--- src/rtl/if_id_stage_pkg.sv ---
// Shared ISA definitions for the IF/ID boundary: word width, bubble encoding,
// the immediate-class prefix and the assembler FSM states.
package if_id_stage_pkg;

    localparam int                 INSTR_W    = 16;
    localparam logic [INSTR_W-1:0] NOP_DEFAULT = 16'h0000;
    localparam logic [1:0]         IMM_PREFIX = 2'b11;

    typedef enum logic {
        S_OP  = 1'b0,
        S_IMM = 1'b1
    } state_t;

    // A word whose top two bits match the prefix carries a trailing immediate word.
    function automatic logic is_imm_class(input logic [INSTR_W-1:0] word);
        return word[INSTR_W-1 -: 2] == IMM_PREFIX;
    endfunction

endpackage

--- src/rtl/if_id_stage.sv ---
// IF/ID pipeline register: passes single-word instructions through in one cycle and
// joins an immediate-class opcode word with the following word into one decode packet.
module if_id_stage
    import if_id_stage_pkg::*;
#(
    parameter int                     ADDR_WIDTH  = 32,
    parameter int                     INSTR_WIDTH = 16,
    parameter logic [INSTR_WIDTH-1:0] NOP_WORD    = NOP_DEFAULT
) (
    input  logic                   clk,
    input  logic                   rst,
    input  logic                   if_valid,
    input  logic [INSTR_WIDTH-1:0] if_instr,
    input  logic [ADDR_WIDTH-1:0]  if_pc,
    input  logic                   stall,
    input  logic                   flush,
    output logic [INSTR_WIDTH-1:0] id_instr,
    output logic [INSTR_WIDTH-1:0] id_imm,
    output logic                   id_has_imm,
    output logic [ADDR_WIDTH-1:0]  id_pc,
    output logic [ADDR_WIDTH-1:0]  id_pc_next,
    output logic                   id_valid
);

    localparam logic [ADDR_WIDTH-1:0] PC_ONE = ADDR_WIDTH'(1);
    localparam logic [ADDR_WIDTH-1:0] PC_TWO = ADDR_WIDTH'(2);

    state_t                  state;
    state_t                  state_next;
    logic [INSTR_WIDTH-1:0]  op_hold;
    logic [ADDR_WIDTH-1:0]   pc_hold;
    logic                    take;
    logic                    word_is_imm;

    assign take        = if_valid && !stall && !flush;
    assign word_is_imm = is_imm_class(if_instr);

    always_ff @(posedge clk or negedge rst) begin
        if (!rst) begin
            state <= S_OP;
        end else begin
            state <= state_next;
        end
    end

    always_comb begin
        state_next = state;
        if (flush) begin
            state_next = S_OP;
        end else if (take) begin
            case (state)
                S_OP:    state_next = word_is_imm ? S_IMM : S_OP;
                S_IMM:   state_next = S_OP;
                default: state_next = S_OP;
            endcase
        end
    end

    // Output packet and pending opcode; PCs are only updated when a packet is emitted.
    always_ff @(posedge clk or negedge rst) begin
        if (!rst) begin
            id_instr   <= NOP_WORD;
            id_imm     <= '0;
            id_has_imm <= 1'b0;
            id_pc      <= '0;
            id_pc_next <= '0;
            id_valid   <= 1'b0;
            op_hold    <= '0;
            pc_hold    <= '0;
        end else if (flush || (!stall && !if_valid)) begin
            id_instr   <= NOP_WORD;
            id_imm     <= '0;
            id_has_imm <= 1'b0;
            id_valid   <= 1'b0;
        end else if (!stall) begin
            if (state == S_IMM) begin
                // The word after an imm-class opcode is always data, never an opcode.
                id_instr   <= op_hold;
                id_imm     <= if_instr;
                id_has_imm <= 1'b1;
                id_pc      <= pc_hold;
                id_pc_next <= pc_hold + PC_TWO;
                id_valid   <= 1'b1;
            end else if (word_is_imm) begin
                op_hold    <= if_instr;
                pc_hold    <= if_pc;
                id_instr   <= NOP_WORD;
                id_imm     <= '0;
                id_has_imm <= 1'b0;
                id_valid   <= 1'b0;
            end else begin
                id_instr   <= if_instr;
                id_imm     <= '0;
                id_has_imm <= 1'b0;
                id_pc      <= if_pc;
                id_pc_next <= if_pc + PC_ONE;
                id_valid   <= 1'b1;
            end
        end
    end

endmodule

--- config.mk ---
export PLATFORM = sky130hd
export DESIGN_NAME = if_id_stage
export DESIGN_NICKNAME = d
export VERILOG_FILES = /design/src/rtl/if_id_stage_pkg.sv /design/src/rtl/if_id_stage.sv
export SDC_FILE = /design/constraint.sdc
export NUM_CORES = 1
export LEC_CHECK = 0
export CAP_MARGIN = 20
export CORE_AREA = 2 2 160 162
export CTS_BUF_LIST = sky130_fd_sc_hd__clkbuf_16
export DETAILED_ROUTE_END_ITERATION = 10
export DIE_AREA = 0 0 162 164
export GPL_ROUTABILITY_DRIVEN = 0
export PLACE_DENSITY = 0.49
export SLEW_MARGIN = 5
export SYNTH_ARGS = -nofsm -noshare
export SYNTH_HDL_FRONTEND = slang
export SYNTH_SLANG_ARGS = --single-unit
--- constraint.sdc ---
create_clock -name clk -period 2.15 [get_ports clk]
set_input_delay 0.43 -clock clk [delete_from_list [all_inputs] [get_ports clk]]
set_output_delay 0.43 -clock clk [all_outputs]
set_load 0.02 [all_outputs]
==> impl_metrics.env <==
export IMPL_path_clk_slew_ps=70
export IMPL_gr_total_overflow=0
export IMPL_ir_drop_mv=0.439
export IMPL_dpl_worst_slack_ps=-464
export IMPL_drive_gt1_share_pct=22.0
export IMPL_num_vias=6173
export IMPL_whs_path_depth=1
export IMPL_post_layout_total_power_uw=8840
export IMPL_power_density_cell_area_mw_per_mm2=828
export IMPL_syn_mean_instance_area_um2=10.4
export IMPL_dieWidth_um=162
export IMPL_worstPathMaxFanout=5
export IMPL_ys_ff_latch=147
export IMPL_kind_of_capture_point_of_the_worst_setup_path="flop"
export IMPL_synth_enable_flop_cells=0
export IMPL_worstPathCellList="clkdlybuf4s50_1 > nand3_1 > or4_4 > buf_4 > nor4_2 > xor2_1 > a221o_1"
export IMPL_core_region_area_mm2=0.0248
export IMPL_outcome="finished clean"
export IMPL_filler_cell_count=2413
export IMPL_port_buffers=150
export IMPL_number_of_cells_on_the_worst_reg_to_reg_path=4
export IMPL_die_area_mm2=0.0266
export IMPL_clk_insertion_delay_late_ps=420
export IMPL_timing_fmax_mhz=469
export IMPL_timing_final_ws_setup_ps=18.3
export IMPL_cap_viol_max_count=0
export IMPL_sequential_element_share_of_the_synthesized_area_pct=50.2
export IMPL_worstHoldPathType="reg2reg"
export IMPL_post_synth_inst_count=702
export IMPL_grt_max_degree=56
export IMPL_globalRouteMet3Util_pct=4.95
export IMPL_critical_path_slowest_cell="sky130_fd_sc_hd__or4_4"
export IMPL_groute_usage_overall_pct=17.5
export IMPL_clock_h_tree_levels=4
export IMPL_cts_max_path_buffers=2
export IMPL_grt_setup_unrepaired="yes"
export IMPL_area_growth_syn_to_layout_pct=45.7
export IMPL_setup_total_negative_slack_ps=0
export IMPL_worst_setup_path_type="in2reg"
export IMPL_nNetsFinal=992
export IMPL_cp_start_kind="input pin"
export IMPL_initial_utilization_pct=29.5
export IMPL_post_route_drc_count=0
export IMPL_global_route_peak_usage_layer="met2"
export IMPL_worst_ep_required_time_ps=2450
export IMPL_dp_hpwl_um=16300
export IMPL_setup_viol_count_final=0
export IMPL_worst_slew_margin_rel_pct=70.1
export IMPL_final_hold_viol_count=0
export IMPL_io_pins=151
export IMPL_grt_antenna_before_repair=2
export IMPL_core_rowCount=58
export IMPL_final_min_clock_period_ps=2130
export IMPL_met2_usage_pct=26.6
export IMPL_clock_sinks=147
export IMPL_cell_area_after_synthesis_mm2=0.00733
export IMPL_root_buffer_selected_by_cts="sky130_fd_sc_hd__clkbuf_16"
export IMPL_worstMarginPinSlew_ps=449
export IMPL_clock_tree_from_tritoncts="done"
export IMPL_routed_wirelength_um=22600
export IMPL_route_antenna_remaining_nets=0
export IMPL_layout_area_seq_mm2=0.00368
export IMPL_synth_lib_cells_used_distinct=48
export IMPL_cp_data_arrival_time_ps=2430
export IMPL_drtPass1Iterations=4
export IMPL_worst_path_largest_cell_delay_ps=520
export IMPL_drt_iter0_drc=269
export IMPL_number_of_cts_inserted_buffers=17
export IMPL_die_y_um=164
export IMPL_layout_worst_path_cycle_share_pct=99.1
export IMPL_timing_clock_skew_ps=8.66
export IMPL_final_design_area_no_fill_mm2=0.0107
export IMPL_multi_input_area_mm2=0.00348
export IMPL_grt_pass1_vias=6188
export IMPL_syn_num_nets=757
export IMPL_leakage_dissipation_uw=0.00445
export IMPL_grt_first_pass_wirelength_um=36000
export IMPL_ys_dominant_reg_cell="sky130_fd_sc_hd__dfrtp_1"
export IMPL_final_max_slew_violation_count=0
export IMPL_avgRoutedWirePerCell_um=17.7
export IMPL_dpl_instance_area_mm2=0.00998
export IMPL_fin_hold_ws_ps=476
export IMPL_grt_met1_usage_pct=24.6
export IMPL_route_detailed_vias_per_inst=4.82
export IMPL_async_reset_ff_share_pct=100
export IMPL_antenna_cells=0
export IMPL_yosys_warnings=0
-- layout by cell type, fill, tap and decap left out, types with 17 or more instances in the layout --
cell                                n
sky130_fd_sc_hd__dfrtp_1          146
sky130_fd_sc_hd__mux2_2            43
sky130_fd_sc_hd__nand4_1           18
sky130_fd_sc_hd__a21oi_1           20
sky130_fd_sc_hd__clkdlybuf4s50_1  145
sky130_fd_sc_hd__clkbuf_16         17
sky130_fd_sc_hd__buf_4            101
sky130_fd_sc_hd__o21ai_0           71
sky130_fd_sc_hd__xor2_1            20
sky130_fd_sc_hd__nor2_1            28
sky130_fd_sc_hd__nand3_1           21
sky130_fd_sc_hd__mux2i_1           48
sky130_fd_sc_hd__xnor2_1           24
sky130_fd_sc_hd__nand2_1           94
-- cell usage after synthesis, drive strengths merged, types with 10 or more instances --
library cell / instances / area share, %
xor2: 20 / 2.4
nor2: 29 / 1.5
nor3: 10 / 0.84
clkbuf: 33 / 1.7
a221o: 12 / 1.6
buf: 12 / 0.89
nor4: 11 / 1.5
mux2: 43 / 6.6
o21ai: 71 / 4.8
nand3: 21 / 1.4
xnor2: 24 / 2.9
nand2: 94 / 4.8
a22o: 16 / 1.9
mux2i: 48 / 6.6
dfrtp: 147 / 50
nand4: 19 / 1.7
a21oi: 20 / 1.4
-- final timing paths --
path | end | slack, ps | start
worst max-delay path | id_pc_next[27] | 20 | if_pc[15]
worst min-delay path | op_hold[15] | 480 | op_hold[15]
worst max register to register | pc_hold[7] | 190 | state
worst min register to register | op_hold[15] | 480 | op_hold[15]
max in group asynchronous | id_instr[7] | 940 | rst
min in group asynchronous | id_imm[3] | 490 | rst
-- registers in the layout, indices dropped and copies added, names as in the netlist --
name        cells
op_hold        16
id_instr       16
id_has_imm      1
id_imm         16
id_pc          32
pc_hold        32
id_pc_next     32
state           1
id_valid        1
-- worst max-delay path, delay by kind of cell --
kind	cells	cell delay (ps)
AND/OR/NAND/NOR	3	880
AO/OA/AOI/OAI	1	330
XOR/XNOR	1	110
buffers and inverters	2	690
-- cell type report --
type / count / share of cell area (%)
clock buffers: 17 / 3.99
flip-flops and latches: 147 / 34.5
well taps: 330 / 3.87
inverters: 9 / 0.328
clock inverters: 15 / 1.69
repair buffers: 261 / 23.1
multi-input cells: 501 / 32.6
-- per-layer routing --
layer  part of all wire [%]  wire (um)
met4                   0.72        164
met3                    5.9       1340
met1                     49      11000
met5                      0          0
met2                     45      10100
-- power breakdown --
group / switching [uW] / internal, uW
clock: 1350 / 1770
sequential: 324 / 3230
combinational: 1060 / 1110
-- kinds of logic after synthesis --
| family | Yosys count | share of synthesized area (%) |
|---|---|---|
| xor gates and xnor gates | 44 | 5.26 |
| and+or+nand+nor | 223 | 15.7 |
| DFF | 147 | 50.2 |
| AOI/OAI and AO/OA | 141 | 12.3 |
| buffers and inverters | 54 | 3.04 |
| adders and majority gates | 2 | 0.341 |
| muxes | 91 | 13.2 |
-- repair_timing --
action                                  CTS  global route
endpoints found under the setup margin    5             5
setup buffers                             0             3
endpoints found under the hold margin    40             0
pin swaps                                 1             2
gates resized for setup                   1            10
cloned                                    0             0
hold buffers                              1             0
-- metrics by stage --
stage               cells  util [%]
CTS                  1277      42.7
finish               1280      43.0
detailed placement   1244      40.2
floorplan             702         -
global placement     1244      40.2
global route         1280      43.0
Power figures use the tool's default switching activity.
